`src/rtl/grain_prog_loader.sv`:
```
// Bitstream loader for the fabric configuration chain: resets the chain, then
// shifts each accepted byte out MSB first on prog_clk while capturing readback.
//
// state    | meaning
// ---------+------------------------------------------------------------
// ST_IDLE  | waiting for start, all outputs low
// ST_RESET | prog_rst held high for RST_CYCLES clk cycles
// ST_LOAD  | s_ready high, waiting for the next bitstream byte
// ST_SHIFT | 8 bits, each a low then a high prog_clk phase of CLK_DIV cycles
// ST_DONE  | one-cycle done strobe before returning to idle
module grain_prog_loader #(
  parameter int CLK_DIV    = 4,
  parameter int RST_CYCLES = 16
) (
  input  logic       clk,
  input  logic       rst_n,
  input  logic       start,
  input  logic [7:0] s_data,
  input  logic       s_valid,
  input  logic       s_last,
  output logic       s_ready,
  output logic       prog_clk,
  output logic       prog_rst,
  output logic       prog_en,
  output logic       prog_din,
  input  logic       prog_dout,
  output logic [7:0] rb_data,
  output logic       rb_valid,
  output logic       busy,
  output logic       done
);

  typedef enum logic [2:0] {
    ST_IDLE,
    ST_RESET,
    ST_LOAD,
    ST_SHIFT,
    ST_DONE
  } state_t;

  localparam logic [7:0] DIV_RELOAD = 8'(CLK_DIV - 1);
  localparam logic [7:0] RST_RELOAD = 8'(RST_CYCLES - 1);

  state_t     state;
  logic [7:0] tmr;
  logic [2:0] bit_idx;
  logic [6:0] tx_sr;
  logic [7:0] rb_sr;
  logic       last_flag;

  always_ff @(posedge clk or negedge rst_n) begin
    if (!rst_n) begin
      state     <= ST_IDLE;
      tmr       <= 8'd0;
      bit_idx   <= 3'd0;
      tx_sr     <= 7'd0;
      rb_sr     <= 8'd0;
      last_flag <= 1'b0;
      s_ready   <= 1'b0;
      prog_clk  <= 1'b0;
      prog_rst  <= 1'b0;
      prog_en   <= 1'b0;
      prog_din  <= 1'b0;
      rb_data   <= 8'd0;
      rb_valid  <= 1'b0;
      busy      <= 1'b0;
      done      <= 1'b0;
    end else begin
      rb_valid <= 1'b0;
      done     <= 1'b0;
      case (state)
        ST_IDLE: begin
          if (start) begin
            state    <= ST_RESET;
            busy     <= 1'b1;
            prog_rst <= 1'b1;
            tmr      <= RST_RELOAD;
          end
        end

        ST_RESET: begin
          if (tmr == 8'd0) begin
            state    <= ST_LOAD;
            prog_rst <= 1'b0;
            s_ready  <= 1'b1;
          end else begin
            tmr <= tmr - 8'd1;
          end
        end

        // The first bit goes out on the accept edge so prog_din is settled
        // for the whole low phase of bit 7.
        ST_LOAD: begin
          if (s_valid && s_ready) begin
            state     <= ST_SHIFT;
            s_ready   <= 1'b0;
            tx_sr     <= s_data[6:0];
            last_flag <= s_last;
            prog_din  <= s_data[7];
            prog_en   <= 1'b1;
            prog_clk  <= 1'b0;
            bit_idx   <= 3'd0;
            tmr       <= DIV_RELOAD;
          end
        end

        ST_SHIFT: begin
          if (tmr != 8'd0) begin
            tmr <= tmr - 8'd1;
          end else if (!prog_clk) begin
            // Readback is sampled on the same edge that raises prog_clk.
            prog_clk <= 1'b1;
            rb_sr    <= {rb_sr[6:0], prog_dout};
            tmr      <= DIV_RELOAD;
          end else if (bit_idx != 3'd7) begin
            prog_clk <= 1'b0;
            bit_idx  <= bit_idx + 3'd1;
            prog_din <= tx_sr[6];
            tx_sr    <= {tx_sr[5:0], 1'b0};
            tmr      <= DIV_RELOAD;
          end else begin
            prog_clk <= 1'b0;
            prog_en  <= 1'b0;
            prog_din <= 1'b0;
            rb_data  <= rb_sr;
            rb_valid <= 1'b1;
            if (last_flag) begin
              state <= ST_DONE;
              done  <= 1'b1;
            end else begin
              state   <= ST_LOAD;
              s_ready <= 1'b1;
            end
          end
        end

        ST_DONE: begin
          state <= ST_IDLE;
          busy  <= 1'b0;
        end

        default: begin
          state    <= ST_IDLE;
          s_ready  <= 1'b0;
          prog_clk <= 1'b0;
          prog_rst <= 1'b0;
          prog_en  <= 1'b0;
          prog_din <= 1'b0;
          busy     <= 1'b0;
        end
      endcase
    end
  end

endmodule
```
`config.mk`:
```
export PLATFORM = sky130hd
export DESIGN_NAME = grain_prog_loader
export DESIGN_NICKNAME = d
export VERILOG_FILES = /design/src/rtl/grain_prog_loader.sv
export SDC_FILE = /design/constraint.sdc
export NUM_CORES = 1
export LEC_CHECK = 0
export BUFFER_PORTS_ARGS = -buffer_cell sky130_fd_sc_hd__buf_2
export CAP_MARGIN = 5
export CORE_ASPECT_RATIO = 0.7
export CORE_MARGIN = 1
export CORE_UTILIZATION = 49
export DETAILED_ROUTE_END_ITERATION = 12
export GPL_TIMING_DRIVEN = 1
export PLACE_DENSITY = 0.71
export SYNTH_ARGS = -nofsm -noshare
export SYNTH_HDL_FRONTEND = slang
export SYNTH_SLANG_ARGS = --single-unit
```
`constraint.sdc`:
```
create_clock -name clk -period 2.9 [get_ports clk]
set_input_delay 0.29 -clock clk [delete_from_list [all_inputs] [get_ports clk]]
set_output_delay 0.29 -clock clk [all_outputs]
set_load 0.1 [all_outputs]
```
* Yosys cells after proc, flatten, opt, wreduce, memory -nomap -nowiden
Cells that the tools add are included.
** Operators by class
- Equal/unequal tests :: 15
- Add/sub/neg operators :: 2
- Bitwise operators :: 7
- Reductions and logical operators :: 22
- Muxes and demuxes :: 58
** Operators by type and width (count)
- two-way mux 8 bit :: 6
- two-way mux 3 bit :: 11
- case mux 8 bit (4 select lines) :: 1
- two-way mux 7 bit :: 4
- two-way mux 1 bit :: 27
- inequality test 2 bit (second input constant) :: 9
- AND reduction 5 bit :: 3
- case mux 7 bit (2 select lines) :: 1
- case mux 1 bit (3 select lines) :: 4
- case mux 3 bit (4 select lines) :: 1
- AND reduction 3 bit :: 3
- OR reduction 3 bit :: 3
- zero test 8 bit :: 1
- AND reduction 4 bit :: 2
- nonzero test 8 bit :: 1
- subtractor 8 x 1 -> 8 bit (second input constant) :: 1
- NOT 1 bit :: 7
- AND reduction 7 bit :: 1
- == test 3 x 2 -> 1 bit (second input constant) :: 2
- case mux 3 bit (2 select lines) :: 1
- AND reduction 6 bit :: 1
- inequality test 4 bit (second input constant) :: 1
- case mux 1 bit (4 select lines) :: 1
- AND reduction 2 bit :: 2
- 10 further kinds :: 10
** Word-level totals
- Logic and storage cells :: 119
- Input port bits :: 14
- Flip-flop bits (word level) :: 46
- Output and inout port bits :: 16

* Longest topological paths before layout
- Word-level depth :: 5
- Depth in mapped cells :: 7
- Gate-level depth less buffers :: 6

* Worst setup path before layout
No wires, ideal clock.
- Kind :: register to register
- Start :: register prog_clk
- End :: register tmr[1]
- Slack :: 428 ps
- Data required time :: 2775 ps
- Stages on the path, launching flop included :: 5
- Path buffers :: 0
- Arrival time :: 2347 ps
- Clock period less this slack :: 2472 ps
- Setup time :: 125 ps
- Cells stage by stage :: dfrtp_1 -> nand2_1 -> a2111oi_4 -> or2_4 -> mux2_4
** Between the ends
- Longest elaborated chain between the ends :: 3
- Elaborated cells on any way between the ends :: 5
- Classes of those cells :: eq/ne: 1; mux: 3; reduce/logical: 1
** RTL lines
- start, declared :: RTL line 22 : output logic prog_clk,
- start signal, assigned :: RTL line 60 : prog_clk <= 1'b0;
- start signal, assigned :: RTL line 101 : prog_clk <= 1'b0;
- start signal, assigned :: RTL line 112 : prog_clk <= 1'b1;
- two-way mux 8 bit :: RTL line 110 : end else if (!prog_clk) begin
- two-way mux 8 bit :: RTL line 108 : if (tmr != 8'd0) begin
- case mux 8 bit (4 select lines) :: RTL line 71 : case (state)
- end signal, assigned :: RTL line 87 : tmr <= tmr - 8'd1;
- end signal, assigned :: RTL line 109 : tmr <= tmr - 8'd1;
- end, declared :: RTL line 45 : logic [7:0] tmr;
Several ways; a longest one is shown, not always the timed one.
A chain may end at the register's enable or synchronous reset.

* Final worst setup path
- Start :: register tmr[0]
- End :: register tmr[1]
** Between the ends
- Longest elaborated chain between the ends :: 3
- Elaborated cells on any way between the ends :: 9
- Classes of those cells :: add/sub: 1; eq/ne: 2; mux: 3; reduce/logical: 3
** RTL lines (RTL line)
- subtractor 8 x 1 -> 8 bit (tied with other cells) :: 87, 109
- two-way mux 8 bit (tied with other cells) :: 108
- case mux 8 bit (4 select lines) / AND reduction 5 bit (equally long branches)
Several ways; a longest one is shown, not always the timed one. The select of a mux whose other input is x is not followed.

==> results by group <==
Run status
  – Status: finished, final reports clean

Die
  – Die Wd: 82.6 microns
  – Site Rows: 20
  – Initial core utilization: 51.1%
  – Die height: 58.4 microns
  – Ports: 30
  – Core Box Area: 4350 sq um
  – Full die area: 4820 sq um

Worst setup path
  – Slowest stage delay, CP: 540 ps
  – WP buf/inv: 1
  – CP Class: flop to flop
  – CP Capture Type: flop
  – Crit path DAT: 2550 ps
  – CP top delay family: simple AND/OR/NAND/NOR gates
  – R2R Setup Slk: 540 ps
  – Crit-path max FO: 6
  – R2R Path Start: tmr[0]
  – Worst r2r path cells: 6
  – CP max stage cell: or4b_4
  – Crit path required time: 3090 ps
  – Crit path from: tmr[0]
  – Worst setup SP type: flop
  – Crit-path cells: inv_1 -> ha_1 -> or4b_4 -> a2111oi_4 -> or2_4 -> mux2_4
  – FF-to-FF End: tmr[1]

Final layout
  – # diodes: 0
  – Non-Filler Instances: 282
  – Layout filler cell count: 386
  – Reg area: 1150 sq um
  – Cell area after layout: 2550 sq um
  – Area Overhead vs Synth: 14.4%
  – Area taken by multi-input logic gates: 1010 sq um
  – Fraction of layout cells with a size suffix above 1: 35.7%
  – NumNets Final: 243

Detailed routing
  – 1st-pass router iterations: 4
  – Drt first-iter violations: 161
  – Via density: 5.58
  – WL final: 4220 microns
  – DR vias: 1573
  – Antenna viol nets, final: 0
  – Post-route DRC: 0
  – WL per Instance: 15.0 microns

Synthesis
  – Synth Register Bits: 46
  – Synth top area share: 51.7%
  – Ranking of synthesized cells by area: dfrtp_1 52%, mux2_2 17%, nand2_1 2.4%
  – Cells after synthesis: 194
  – Post-synth cell types: 38
  – Mapped Nets: 211
  – Syn_area_per_cell: 11.5 sq um
  – Post-Syn Area: 2230 sq um
  – Yosys warns: 0
  – Post-synthesis sequential area ratio: 51.7%
  – Leading area contributor after synthesis: dfrtp_1

Worst hold path
  – Worst Hold Class: primary input to async pin

CTS
  – # resized after CTS: 0
  – H-tree Lvls: 2
  – CTS sink count: 46
  – CTS max path bufs: 2
  – Post-CTS Repair Setup Buffers: 0
  – Hold-fix buffers, CTS: 0
  – Clock root cell: clkbuf_8
  – Clock-pin slew on the worst setup and hold paths: 90 ps
  – Skew-Pair Late Insertion Delay: 300 ps
  – CTS Buf Count: 5
  – TritonCTS clock tree: built

Place
  – GP Congestion: 0.858
  – Placement Setup Slack: 551 ps
  – Placed cell areas: 2430 sq um
  – HPWL Detailed: 2970 microns
  – Dpl cells: 274
  – Port Buffers: 29

Global route
  – Maximum number of pins on one net before global-route repair: 47
  – GRT Util Overall: 18.9%
  – Antenna violations before repair: 0
  – Wire length of the first global-routing pass: 6720 microns
  – Grt total ovfl: 0
  – Vias in the first global route: 1400

Pwr
  – Pwr/cell area: 940 nW/um^2
  – LEAKAGE: 0.00124 uW
  – Maximum VDD drop: 0.781 mV

STA
  – Peak Freq: 425 MHz
  – RSZ-0062 raised after global routing: false
  – Final setup viols: 0
  – Part of the cycle the worst path needs: 81.2%
  – Final min period: 2360 ps
  – Final Hold Vio Count: 0
  – Rel. slew slack: 33.4%
  – Final setup TNS: 0 ps
  – Slew @ Worst Pin: 999 ps
  – Final WS setup: 545 ps
  – Final Skew: 8.46 ps
  – Final slew viol count: 0

Flow run
  – # Max-Cap Violations: 0
## layout make-up
class	instances	area share [%]
clock inverter	3	1.72
multi-input combinational	131	39.6
sequential	46	45.2
timing repair buffer	32	6.58
clock buffer	5	2.70
tap	55	2.70
inverter	10	1.47
## flip-flops by register name, indices dropped and copies added (netlist names), 3 cells and up
register / count
tx_sr: 7
rb_data: 8
rb_sr: 8
tmr: 8
state: 3
bit_idx: 3
## worst max path at each step
stage / slack (ps) / to / cells past startpoint
after floorplan: 430 / tmr[1] / 4
after global placement: 620 / rb_data[5] / 6
after detailed placement: 550 / rb_data[6] / 6
after CTS: 550 / rb_data[6] / 6
after global routing: 410 / rb_data[2] / 6
final: 540 / tmr[1] / 6
## synthesized netlist by cell type
| cell type | count |
|---|---|
| a2111oi_4 | 1 |
| o21a_1 | 1 |
| a31oi_1 | 3 |
| nand4_1 | 2 |
| nor3b_1 | 1 |
| o21ai_0 | 7 |
| nand2_1 | 14 |
| a221oi_1 | 1 |
| or2_4 | 1 |
| buf_2 | 2 |
| nor2b_1 | 3 |
| and3_1 | 3 |
| or3_1 | 2 |
| nand3b_1 | 2 |
| o21ai_2 | 1 |
| nor3_2 | 1 |
| o41ai_1 | 2 |
| mux2_4 | 1 |
| nor2_1 | 11 |
| mux2i_1 | 1 |
| a21o_1 | 1 |
| o211ai_1 | 1 |
| nor4_1 | 1 |
| o22ai_1 | 4 |
| a311oi_1 | 2 |
| a211oi_1 | 1 |
| o31ai_1 | 4 |
| nor3_1 | 8 |
| nand2b_1 | 3 |
| mux2_2 | 34 |
| or4b_4 | 1 |
| dfrtp_1 | 46 |
| ha_1 | 3 |
| clkbuf_1 | 5 |
| nor4b_4 | 1 |
| inv_1 | 10 |
| nand3_1 | 3 |
| a21oi_1 | 6 |
## metrics by stage
| step | hold WS [ps] | power, uW | util (%) |
|---|---|---|---|
| 3_5_place_dp | 486 | 1920 | 55.9 |
| 5_1_grt | 226 | 2550 | 58.5 |
| 2_1_floorplan | -5.59 | 1710 | - |
| 4_1_cts | 201 | 2400 | 58.5 |
| 3_3_place_gp | 475 | 1910 | 55.9 |
| 6_report | 154 | 2390 | 58.5 |
## routing by layer
metal | GRT usage [%] | up-vias | part of all wire [%]
met3 | 4.65 | 5 | 4.7
met2 | 25.7 | 48 | 42
met1 | 29.8 | 753 | 53
met5 | 0 | - | 0
met4 | 4.43 | 0 | 0.64
li1 | - | 767 | -
## power breakdown
group / total [uW] / switching [uW] / leakage [uW] / internal (uW)
Combinational: 959 / 608 / 0.000583 / 352
Sequential: 959 / 169 / 0.000601 / 790
Clock: 476 / 218 / 0.0000585 / 258
Total: 2390 / 995 / 0.00124 / 1400
## cell families (layout without fill, tap and decap cells)
logic type	count (synthesis)	count (layout)	synth area share, %
DFF	46	46	51.7
muxes	36	36	18.3
adders and majority gates	3	3	1.69
AOI/OAI and AO/OA	35	35	11.2
buffers and inverters	17	50	2.98
and+or+nand+nor	57	57	14.2
## placed cells by master, fill, tap and decap left out, drive strengths merged
master,synthesis,routed
and3,3,3
o41ai,2,2
clkbuf,5,5
a2111oi,1,1
nor4,1,1
clkinv,0,1
nor2b,3,3
or4b,1,1
or3,2,2
nand3,3,3
a311oi,2,2
o211ai,1,1
buf,2,32
bufinv,0,1
nor2,11,11
ha,3,3
nand2,14,14
a21oi,6,6
or2,1,1
a221oi,1,1
nor4b,1,1
nand4,2,2
mux2,35,35
a31oi,3,3
dfrtp,46,46
a21o,1,1
inv,10,11
o31ai,4,4
mux2i,1,1
nand2b,3,3
nand3b,2,2
o22ai,4,4
nor3,9,9
o21ai,8,8
nor3b,1,1
o21a,1,1
a211oi,1,1
Note: power is estimated with default switching activity, not from simulation.
